<file path="config.mk">
export PLATFORM = sky130hd
export DESIGN_NAME = truth_table_sweeper
export DESIGN_NICKNAME = d
export VERILOG_FILES = /design/src/rtl/tt_sweep_pkg.sv /design/src/rtl/settle_timer.sv /design/src/rtl/truth_table_sweeper.sv
export SDC_FILE = /design/constraint.sdc
export NUM_CORES = 1
export LEC_CHECK = 0
export BUFFER_PORTS_ARGS = -buffer_cell sky130_fd_sc_hd__buf_2
export CORE_MARGIN = 2
export CORE_UTILIZATION = 56
export DETAILED_ROUTE_END_ITERATION = 12
export PLACE_DENSITY = 0.8
export REMOVE_ABC_BUFFERS = 1
export SYNTH_ARGS = -nofsm -noshare
export SYNTH_HDL_FRONTEND = slang
export SYNTH_SLANG_ARGS = --single-unit
</file>
<file path="constraint.sdc">
create_clock -name clk -period 5 [get_ports clk]
set_clock_uncertainty 0.2 [all_clocks]
set_input_delay 0.25 -clock clk [delete_from_list [all_inputs] [get_ports clk]]
set_output_delay 0.25 -clock clk [all_outputs]
set_load 0.02 [all_outputs]
</file>
<file path="src/rtl/tt_sweep_pkg.sv">
// Shared types and constants for the truth-table sweeper.
// Row r = {in1,in2,in3} maps to truth-table code bit 7-r (row 000 is the MSB).
package tt_sweep_pkg;

  localparam int N_ROWS = 8;
  localparam int TT_W   = 8;

  typedef enum logic [2:0] {
    IDLE   = 3'd0,
    APPLY  = 3'd1,
    SETTLE = 3'd2,
    SAMPLE = 3'd3,
    DONE   = 3'd4
  } state_t;

  function automatic logic [2:0] row_to_bit(input logic [2:0] r);
    return 3'd7 - r;
  endfunction

endpackage

</file>
<file path="src/rtl/settle_timer.sv">
// Loadable down-counter; load wins over decrement, holds at zero.
// expire is high while the count sits at 1, i.e. in the last settle cycle.
module settle_timer #(
  parameter int CNT_W = 8
) (
  input  logic             clk,
  input  logic             rst_n,
  input  logic             load,
  input  logic [CNT_W-1:0] load_val,
  input  logic             dec,
  output logic [CNT_W-1:0] value,
  output logic             expire
);

  logic [CNT_W-1:0] cnt;

  always_ff @(posedge clk or negedge rst_n) begin
    if (!rst_n) begin
      cnt <= '0;
    end else if (load) begin
      cnt <= load_val;
    end else if (dec && (cnt != '0)) begin
      cnt <= cnt - CNT_W'(1);
    end
  end

  assign value  = cnt;
  assign expire = (cnt == CNT_W'(1));

endmodule

</file>
<file path="src/rtl/truth_table_sweeper.sv">
// Steps a 3-input gate through all 8 input rows, samples it after a settle delay and
// compares the measured truth table against the expected code; done at cycle 8(S+2)+1.
module truth_table_sweeper
  import tt_sweep_pkg::*;
#(
  parameter int SETTLE_CYCLES = 4,
  parameter int CNT_W         = 8
) (
  input  logic            clk,
  input  logic            rst_n,
  input  logic            start,
  input  logic            abort,
  input  logic [TT_W-1:0] expected_tt,
  output logic [2:0]      dut_in,
  input  logic            dut_out,
  output logic            busy,
  output logic            done,
  output logic            pass,
  output logic [TT_W-1:0] captured_tt,
  output logic [TT_W-1:0] mismatch
);

  state_t            state;
  logic [2:0]        row;
  logic [TT_W-1:0]   exp_q;
  logic [TT_W-1:0]   cap_next;
  logic [CNT_W-1:0]  tmr_value;
  logic              tmr_expire;
  logic              settle_end;

  settle_timer #(.CNT_W(CNT_W)) u_settle_timer (
    .clk      (clk),
    .rst_n    (rst_n),
    .load     (state == APPLY),
    .load_val (CNT_W'(SETTLE_CYCLES)),
    .dec      (state == SETTLE),
    .value    (tmr_value),
    .expire   (tmr_expire)
  );

  // A zero count in SETTLE can only come from a bad load; leave rather than hang.
  assign settle_end = tmr_expire || (tmr_value == '0);

  always_comb begin
    cap_next = captured_tt;
    cap_next[row_to_bit(row)] = dut_out;
  end

  always_ff @(posedge clk or negedge rst_n) begin
    if (!rst_n) begin
      state       <= IDLE;
      row         <= 3'd0;
      exp_q       <= '0;
      dut_in      <= 3'd0;
      captured_tt <= '0;
      mismatch    <= '0;
      pass        <= 1'b0;
    end else if (state == IDLE) begin
      if (start && !abort) begin
        state       <= APPLY;
        exp_q       <= expected_tt;
        captured_tt <= '0;
        mismatch    <= '0;
        pass        <= 1'b0;
        row         <= 3'd0;
        dut_in      <= 3'd0;
      end
    end else if (abort) begin
      state <= IDLE;
      pass  <= 1'b0;
    end else begin
      case (state)
        APPLY:  state <= (SETTLE_CYCLES == 0) ? SAMPLE : SETTLE;
        SETTLE: if (settle_end) state <= SAMPLE;
        SAMPLE: begin
          captured_tt <= cap_next;
          if (row == 3'd7) begin
            // Result is registered here so pass/mismatch are valid in the DONE cycle.
            state    <= DONE;
            mismatch <= cap_next ^ exp_q;
            pass     <= (cap_next == exp_q);
          end else begin
            row    <= row + 3'd1;
            dut_in <= row + 3'd1;
            state  <= APPLY;
          end
        end
        default: state <= IDLE;
      endcase
    end
  end

  assign busy = (state == APPLY) || (state == SETTLE) || (state == SAMPLE);
  assign done = (state == DONE);

endmodule

</file>
==> flow_summary.toml, run 1 <==
[run_status]
status = "finished clean"

[cells_and_area]
drive_above_1_share = 0.247
post-route-util = 0.705
fin_area_sq_um = 2410
num_antenna_cells = 0
finalNetCount = 247
areaGrowthSynthToFinish_pct = 18.3

[detailed_routing]
firstDrtPassIters = 4
wl_met3_um = 219
drt_iter0_markers = 65
dr_total_vias = 1543
drt-total-wl_um = 4500
wl_met1_um = 1860
wl_per_cell_um = 16.2
met2_length_um = 2310
routed.top_layer = "met4"
ant_nets = 0
routed_via_density = 5.57
route.detailed.drc = 0

[floorplan]
design.core.area_sq_um = 3420
row_count = 21
io_pins = 35
fp.dieArea_sq_um = 4130
initial_core_util = 0.596
die_h_um = 64.3
die_w_um = 64.3

[yosys]
synth_top_area_cell = "dfrtp_1"
synth_top_cell_area_share = 0.479
synthFlopType = "dfrtp_1"
yosysSeqAreaShare = 0.479
yosysWarnings = 0
synth-edff-count = 0
synth_common_cells = "dfrtp_1 (39), nor2_1 (19), o21ai_0 (18)"
yosysMostFrequentCell = "dfrtp_1"
ys_top_cells_by_area = "dfrtp_1 (48%), mux2_2 (5.0%), mux2i_1 (4.9%)"
netlist_area_sq_um = 2040
synth.distinct_cells = 37
syn_inst = 189
avgSynthCellArea_sq_um = 10.8
synth-async-reset-ratio = 1.00
yosys_register_bits = 39

[timing]
fin_tns_setup_ps = 0
layout_setup_ws_ps = 2430
final-max-slew-violation-count = 0
worst_pin_slew_ps = 847
rsz0062_at_grt = "false"
max_freq_mhz = 389
min_period_over_period = 0.514
slew-limit-headroom = 0.435
min_period_ps = 2570
hold_viol_final = 0
setup_violations = 0

[clocking]
cts-buffers-inserted = 5
h-tree-depth = 2
clock-root-buffer = "clkbuf_4"
cts_resized = 0
cts_tree = "done"
cts.sinks = 39
clk_latency_ps = 350
cts_max_path_buffers = 2
post-cts-setup-buffers = 0
clkTransAtPathRegs_ps = 110

[placement]
place_hpwl_um = 3200
place_area_sq_um = 2210
place_ws_ps = 2530
io_buffers = 34
gp_congestion = 0.868

[worst_setup_path]
cp_max_fo = 11
crit_type = "in2reg"
critPathLaunchType = "primary input"
arrival_ps = 2600
required_ps = 5030
endpoint_kind = "flop"

[global_routing]
grt_max_degree = 40
antenna_found_initial = 0
grt_pass1_vias = 1660
grt_use_total = 0.249
grt_overflow = 0
grt_pass1_wl_um = 7910

[power_and_ir_drop]
power_density_nw_per_um2 = 415
power_w = 0.00100
p_leak_nw = 1.24
peakVddDrop_uv = 227

[hold_path]
min_path_type = "in2reg"

[flow_run]
cap_viol_max_count = 0
-- state kept, by name (all words and copies together) (netlist names) --
register and count:
mismatch 8, u_settle_timer.value 8, pass 1, state 3, row 3, exp_q 8
captured_tt 8
-- critical path, cell delays in order --
cell,delay (ps)
dlygate4sd3_1,530
buf_2,150
nor2_1,210
nand3_1,440
and2_0,470
o21bai_1,260
mux2_2,290
-- cell families (layout without fill, tap and decap cells) --
kind of cell / count (synthesis) / after routing / share of synthesized area
flops: 39 / 39 / 0.479
xor+xnor: 14 / 14 / 0.0602
fa+ha+maj: 4 / 4 / 0.0246
compound gates: 36 / 36 / 0.120
simple gates: 60 / 60 / 0.176
buf+inv: 17 / 59 / 0.0406
mux: 19 / 19 / 0.0990
-- what timing repair did --
item,4_1_cts,5_1_grt
endpoints found under the hold margin,49,0
setup endpoints to repair,0,0
hold buffers,10,0
-- metrics by stage --
stage,hold slack [ps],std cells
6_report,159,277
3_5_place_dp,206,259
4_1_cts,145,277
3_3_place_gp,191,259
5_1_grt,212,277
2_1_floorplan,-246,179
-- worst paths after layout --
| path | startpoint | endpoint | slack (ps) | cells past startpoint |
|---|---|---|---|---|
| setup / recovery | abort | row[0] | 2430 | 7 |
| hold / removal | start | state[0] | 160 | 5 |
| setup reg to reg | state[2] | row[0] | 2470 | 5 |
| hold reg to reg | mismatch[0] | mismatch[0] | 320 | 1 |
| max in group asynchronous | rst_n | row[2] | 3720 | 2 |
| min in group asynchronous | rst_n | u_settle_timer.value[3] | 340 | 2 |
-- routing by layer --
layer / up-vias / track usage
met5: - / 0
met4: 0 / 0.0824
met3: 11 / 0.0687
met2: 50 / 0.422
met1: 736 / 0.306
li1: 746 / -
-- area by class of cell --
type | instances | area (sq um)
clock buffer | 6 | 41.3
clock inverter | 2 | 60.1
fill | 269 | 1010
inverter | 7 | 26.3
multi-input combinational | 133 | 977
sequential | 39 | 976
tap | 46 | 57.6
timing repair buffer | 44 | 270
-- power by group --
| part | switching, W | internal [W] | total (W) |
|---|---|---|---|
| clock network | 0.000102 | 0.000156 | 0.000258 |
| registers | 0.0000744 | 0.000377 | 0.000452 |
| logic | 0.000153 | 0.000138 | 0.000291 |
| total | 0.000329 | 0.000671 | 0.00100 |
-- cell usage in the layout (no fill, tap or decap), types with 3 or more instances in the layout --
| master | Yosys | final |
|---|---|---|
| clkbuf_4 | 0 | 5 |
| mux2_2 | 9 | 9 |
| mux2i_1 | 10 | 10 |
| xor2_1 | 3 | 3 |
| dlygate4sd3_1 | 0 | 10 |
| dfrtp_1 | 39 | 39 |
| nand4_1 | 3 | 3 |
| or3_1 | 4 | 4 |
| nor2_1 | 19 | 19 |
| inv_1 | 6 | 6 |
| nor2b_1 | 4 | 4 |
| and2_1 | 4 | 4 |
| nor3_1 | 5 | 5 |
| nand2_1 | 6 | 6 |
| o21ai_0 | 18 | 18 |
| nor3b_1 | 3 | 3 |
| xnor2_1 | 11 | 11 |
| ha_1 | 4 | 4 |
| a22o_1 | 10 | 10 |
| buf_2 | 3 | 34 |
Power figures use the tool's default switching activity.
==> inputs of run 2 (changes only) <==
CORE_UTILIZATION = 55   (was 56)
PLACE_DENSITY = 0.78   (was 0.8)
clock period = 2.5 ns   (was 5 ns; I/O delays follow)
==> flow_summary.toml, run 2 (synthesis results as in run 1) <==
[run_status]
status = "finished clean"

[global_routing]
grt_pass1_vias = 1514
antenna_found_initial = 0
grt_max_degree = 40
grt_overflow = 0
grt_use_total = 0.220
grt_pass1_wl_um = 7010

[worst_setup_path]
cp-startpoint = "row[2]"
path_buf_inv = 0
reg2reg_slack_ps = 160
crit_path_cell_trace = "nor3b_1, mux2i_1, xnor2_1, or3_1, o41ai_2"
rr_startpoint = "row[2]"
worst_path_max_delay_cell = "dfrtp_1"
cp.depth = 5
cp_max_fo = 13
cp_top_family = "simple AND/OR/NAND/NOR gates"
r2r_end = "pass"
critPathLaunchType = "flop"
crit_end = "pass"
slowest_delay_ps = 570
required_ps = 2500
r2r_cells = 5
arrival_ps = 2340
endpoint_kind = "flop"
crit_type = "reg2reg"

[placement]
io_buffers = 34
gp_congestion = 0.845
place_hpwl_um = 2840

[clocking]
h-tree-depth = 2
clock-root-buffer = "clkbuf_8"
cts_resized = 0
cts.hold.buffers_added = 10
clkTransAtPathRegs_ps = 80
cts.sinks = 39
cts_max_path_buffers = 2
cts-buffers-inserted = 5
clk_latency_ps = 290
cts_tree = "done"
post-cts-setup-buffers = 0

[power_and_ir_drop]
netSwitchingFraction = 0.330
pwr-share-clk = 0.268
combPwrFrac = 0.288
p_leak_nw = 1.27
power_w = 0.00204
power_frac_seq = 0.444
p_int_w = 0.00137
p_sw_w = 0.000673
power_density_nw_per_um2 = 829
peakVddDrop_uv = 332

[timing]
rsz0062_at_grt = "false"
min_period_ps = 2340
hold_viol_final = 0
fin_tns_setup_ps = 0
final-max-slew-violation-count = 0
worst_pin_slew_ps = 874
min_period_over_period = 0.936
setup_violations = 0
worst_hold_slack_ps = 72.4
max_freq_mhz = 427
slew-limit-headroom = 0.417

[detailed_routing]
routed_via_density = 5.51
drt-total-wl_um = 4290
ant_nets = 0
wl_per_cell_um = 15.2
firstDrtPassIters = 4
route.detailed.drc = 0
drt_iter0_markers = 70
dr_total_vias = 1560

[hold_path]
holdPathStages = 5
min_path_type = "in2reg"

[floorplan]
die_w_um = 64.8
fp.dieArea_sq_um = 4200
io_pins = 35
die_h_um = 64.8
row_count = 22
design.core.area_sq_um = 3610
initial_core_util = 0.565

[cells_and_area]
num_antenna_cells = 0
finalNetCount = 251
layout_common_cells = "dfrtp_1 (39), buf_2 (34), nor2_1 (19)"
post-route-util = 0.681
drive_above_1_share = 0.264
final_common_cell = "dfrtp_1"
areaGrowthSynthToFinish_pct = 20.7

[flow_run]
cap_viol_max_count = 0
==> run 2: cell types whose count changed in the layout (fill, tap and decap cells not counted) <==
cell       previous run  this run
buf_4                 0         4
clkbuf_8              0         6
clkbuf_4              5         0
clkbuf_1              1         0
bufinv_16             2         1
clkinv_2              0         1
==> run 2: power groups by stage <==
stage | Combinational (W) | Sequential [W] | Clock [W]
finish | 0.000586 | 0.000905 | 0.000546
floorplan | 0.000424 | 0.000884 | 0
global placement | 0.000551 | 0.000903 | 0
detailed placement | 0.000566 | 0.000911 | 0
CTS | 0.000583 | 0.000900 | 0.000553
global route | 0.000656 | 0.000921 | 0.000584
==> run 2: layout make-up <==
type	instances	area, sq um
Clock buffer	6	82.6
Clock inverter	2	35.0
Fill cell	272	1150
Inverter	7	26.3
Multi-Input combinational cell	133	977
Sequential cell	39	976
Tap cell	48	60.1
Timing Repair Buffer	48	300
==> run 2: through the flow <==
step / cell area, sq um / setup slack [ps] / std cells
after detailed placement: 2240 / 174 / 265
after global routing: 2460 / 26.7 / 283
after global placement: 2240 / 246 / 265
final: 2460 / 160 / 283
after CTS: 2460 / 167 / 283
after floorplan: 1980 / 250 / 179
==> run 2: routing by layer <==
layer,vias up,track usage,wire length (um),part of all wire
li1,761,-,-,-
met1,751,0.299,1990,0.46
met2,40,0.348,2020,0.47
met3,8,0.0451,223,0.052
met4,0,0.0798,63,0.015
met5,-,0,0,0
==> run 2: how the worst min path moves through the flow <==
stage	startpoint	to	slack, ps
after floorplan	rst_n	captured_tt[0]	-370
after global placement	rst_n	u_settle_timer.value[0]	80
after detailed placement	rst_n	exp_q[3]	80
after CTS	start	state[0]	70
after global routing	start	state[0]	150
final	start	state[0]	70
==> run 2: worst reg2reg max path, stage by stage (launching register included) <==
cell and delay (ps):
dfrtp_1 570, nor3b_1 460, mux2i_1 330, xnor2_1 120, or3_1 370, o41ai_2 200
==> inputs of run 3 (changes only) <==
PLACE_DENSITY = 0.8   (was 0.78)
==> flow_summary.toml, run 3 (synthesis results as in run 1) <==
[run_status]
status = "finished clean"

[flow_run]
cap_viol_max_count = 0

[cells_and_area]
final_common_cell = "dfrtp_1"
multiInputGateArea_sq_um = 977
areaGrowthSynthToFinish_pct = 18.4
post-route-util = 0.668
register_area_sq_um = 976
layout_common_cells = "dfrtp_1 (39), buf_2 (34), nor2_1 (19)"
finalNetCount = 249
num_antenna_cells = 0
fin_area_sq_um = 2410
fillers = 269
drive_above_1_share = 0.253

[hold_path]
holdPathStages = 5
min_path_type = "in2reg"

[detailed_routing]
drt-total-wl_um = 4310
wl_per_cell_um = 15.3
dr_total_vias = 1572
routed_via_density = 5.59
ant_nets = 0
drt_iter0_markers = 119
route.detailed.drc = 0
firstDrtPassIters = 4

[worst_setup_path]
endpoint_kind = "flop"
crit_type = "reg2reg"
cp_max_fo = 12
critPathLaunchType = "flop"
slowest_delay_ps = 610
r2r_cells = 5
crit_path_cell_trace = "nand3b_4, mux2i_1, xnor2_1, or4_4, o41ai_2"
worst_path_max_delay_cell = "dfrtp_1"
arrival_ps = 2340
required_ps = 2500

[power_and_ir_drop]
power_density_nw_per_um2 = 791
power_frac_seq = 0.471
peakVddDrop_uv = 459
pwr-share-clk = 0.223
power_w = 0.00191
p_leak_nw = 1.24
p_sw_w = 0.000676
p_int_w = 0.00123
netSwitchingFraction = 0.355
combPwrFrac = 0.306

[placement]
place_hpwl_um = 2920
place_area_sq_um = 2220
place_ws_ps = 189
io_buffers = 34
gp_congestion = 0.833

[clocking]
clkTransAtPathRegs_ps = 80
clock-root-buffer = "clkbuf_8"
cts.sinks = 39
cts-buffers-inserted = 5
clk_latency_ps = 300
cts_max_path_buffers = 2
cts_resized = 0
cts_tree = "done"
h-tree-depth = 2

[global_routing]
grt_pass1_wl_um = 7460
antenna_found_initial = 0
top_usage_layer = "met2"
grt.met1_usage = 0.326
grt_use_total = 0.241
grt_pass1_vias = 1530
use_met2 = 0.370
grt_use_met3 = 0.0642
grt_overflow = 0
grt_max_degree = 40

[timing]
worst_pin_slew_ps = 855
slew-limit-headroom = 0.430
setup_violations = 0
final-max-slew-violation-count = 0
min_period_ps = 2340
fin_tns_setup_ps = 0
max_freq_mhz = 427
hold_viol_final = 0
layout_setup_ws_ps = 157
rsz0062_at_grt = "false"
min_period_over_period = 0.937

[floorplan]
design.core.area_sq_um = 3610
io_pins = 35
die_w_um = 64.8
fp.dieArea_sq_um = 4200
die_h_um = 64.8
initial_core_util = 0.565
row_count = 22
==> run 3: routing by layer <==
metal / wire [um] / share of wire
met1: 1970 / 0.46
met2: 2110 / 0.49
met3: 167 / 0.039
met4: 55 / 0.013
met5: 0 / 0
==> run 3: cell type report <==
cell class              instances  area share
clock inverters                 2     0.00519
clock buffers                   6      0.0301
well taps                      48      0.0249
repair buffers                 46       0.118
flip-flops and latches         39       0.405
multi-input cells             133       0.406
inverters                       7      0.0109
==> run 3: per-stage QoR <==
step	hold slack (ps)	cells
2_1_floorplan	-371	179
3_3_place_gp	85.4	263
3_5_place_dp	84.1	263
4_1_cts	57.4	281
5_1_grt	131	281
6_report	67.5	281
==> run 3: critical path, delay by kind of cell (launching register included) <==
kind / cells / cell delay [ps]
flops: 1 / 610
mux: 1 / 260
compound gates: 1 / 270
simple gates: 2 / 780
xor+xnor: 1 / 130
==> run 3: path summary, 6_finish.rpt <==
| check | startpoint | end | slack [ps] |
|---|---|---|---|
| worst max-delay path | row[1] | pass | 160 |
| worst min-delay path | start | state[0] | 70 |
| worst max register to register | row[1] | pass | 160 |
| worst min register to register | mismatch[5] | mismatch[5] | 300 |
| max in group asynchronous | rst_n | state[0] | 1290 |
| min in group asynchronous | rst_n | captured_tt[1] | 270 |
==> run 3: power groups by stage <==
stage / registers, W / logic (W) / clock network (W)
2_1_floorplan: 0.000884 / 0.000424 / 0
4_1_cts: 0.000894 / 0.000583 / 0.000433
6_report: 0.000898 / 0.000584 / 0.000425
5_1_grt: 0.000916 / 0.000648 / 0.000458
3_5_place_dp: 0.000906 / 0.000567 / 0
3_3_place_gp: 0.000906 / 0.000546 / 0
==> run 3: what timing repair did <==
action                    CTS  global route
hold buffers               10             0
hold endpoints to repair   49             0
buffers inserted            0             0
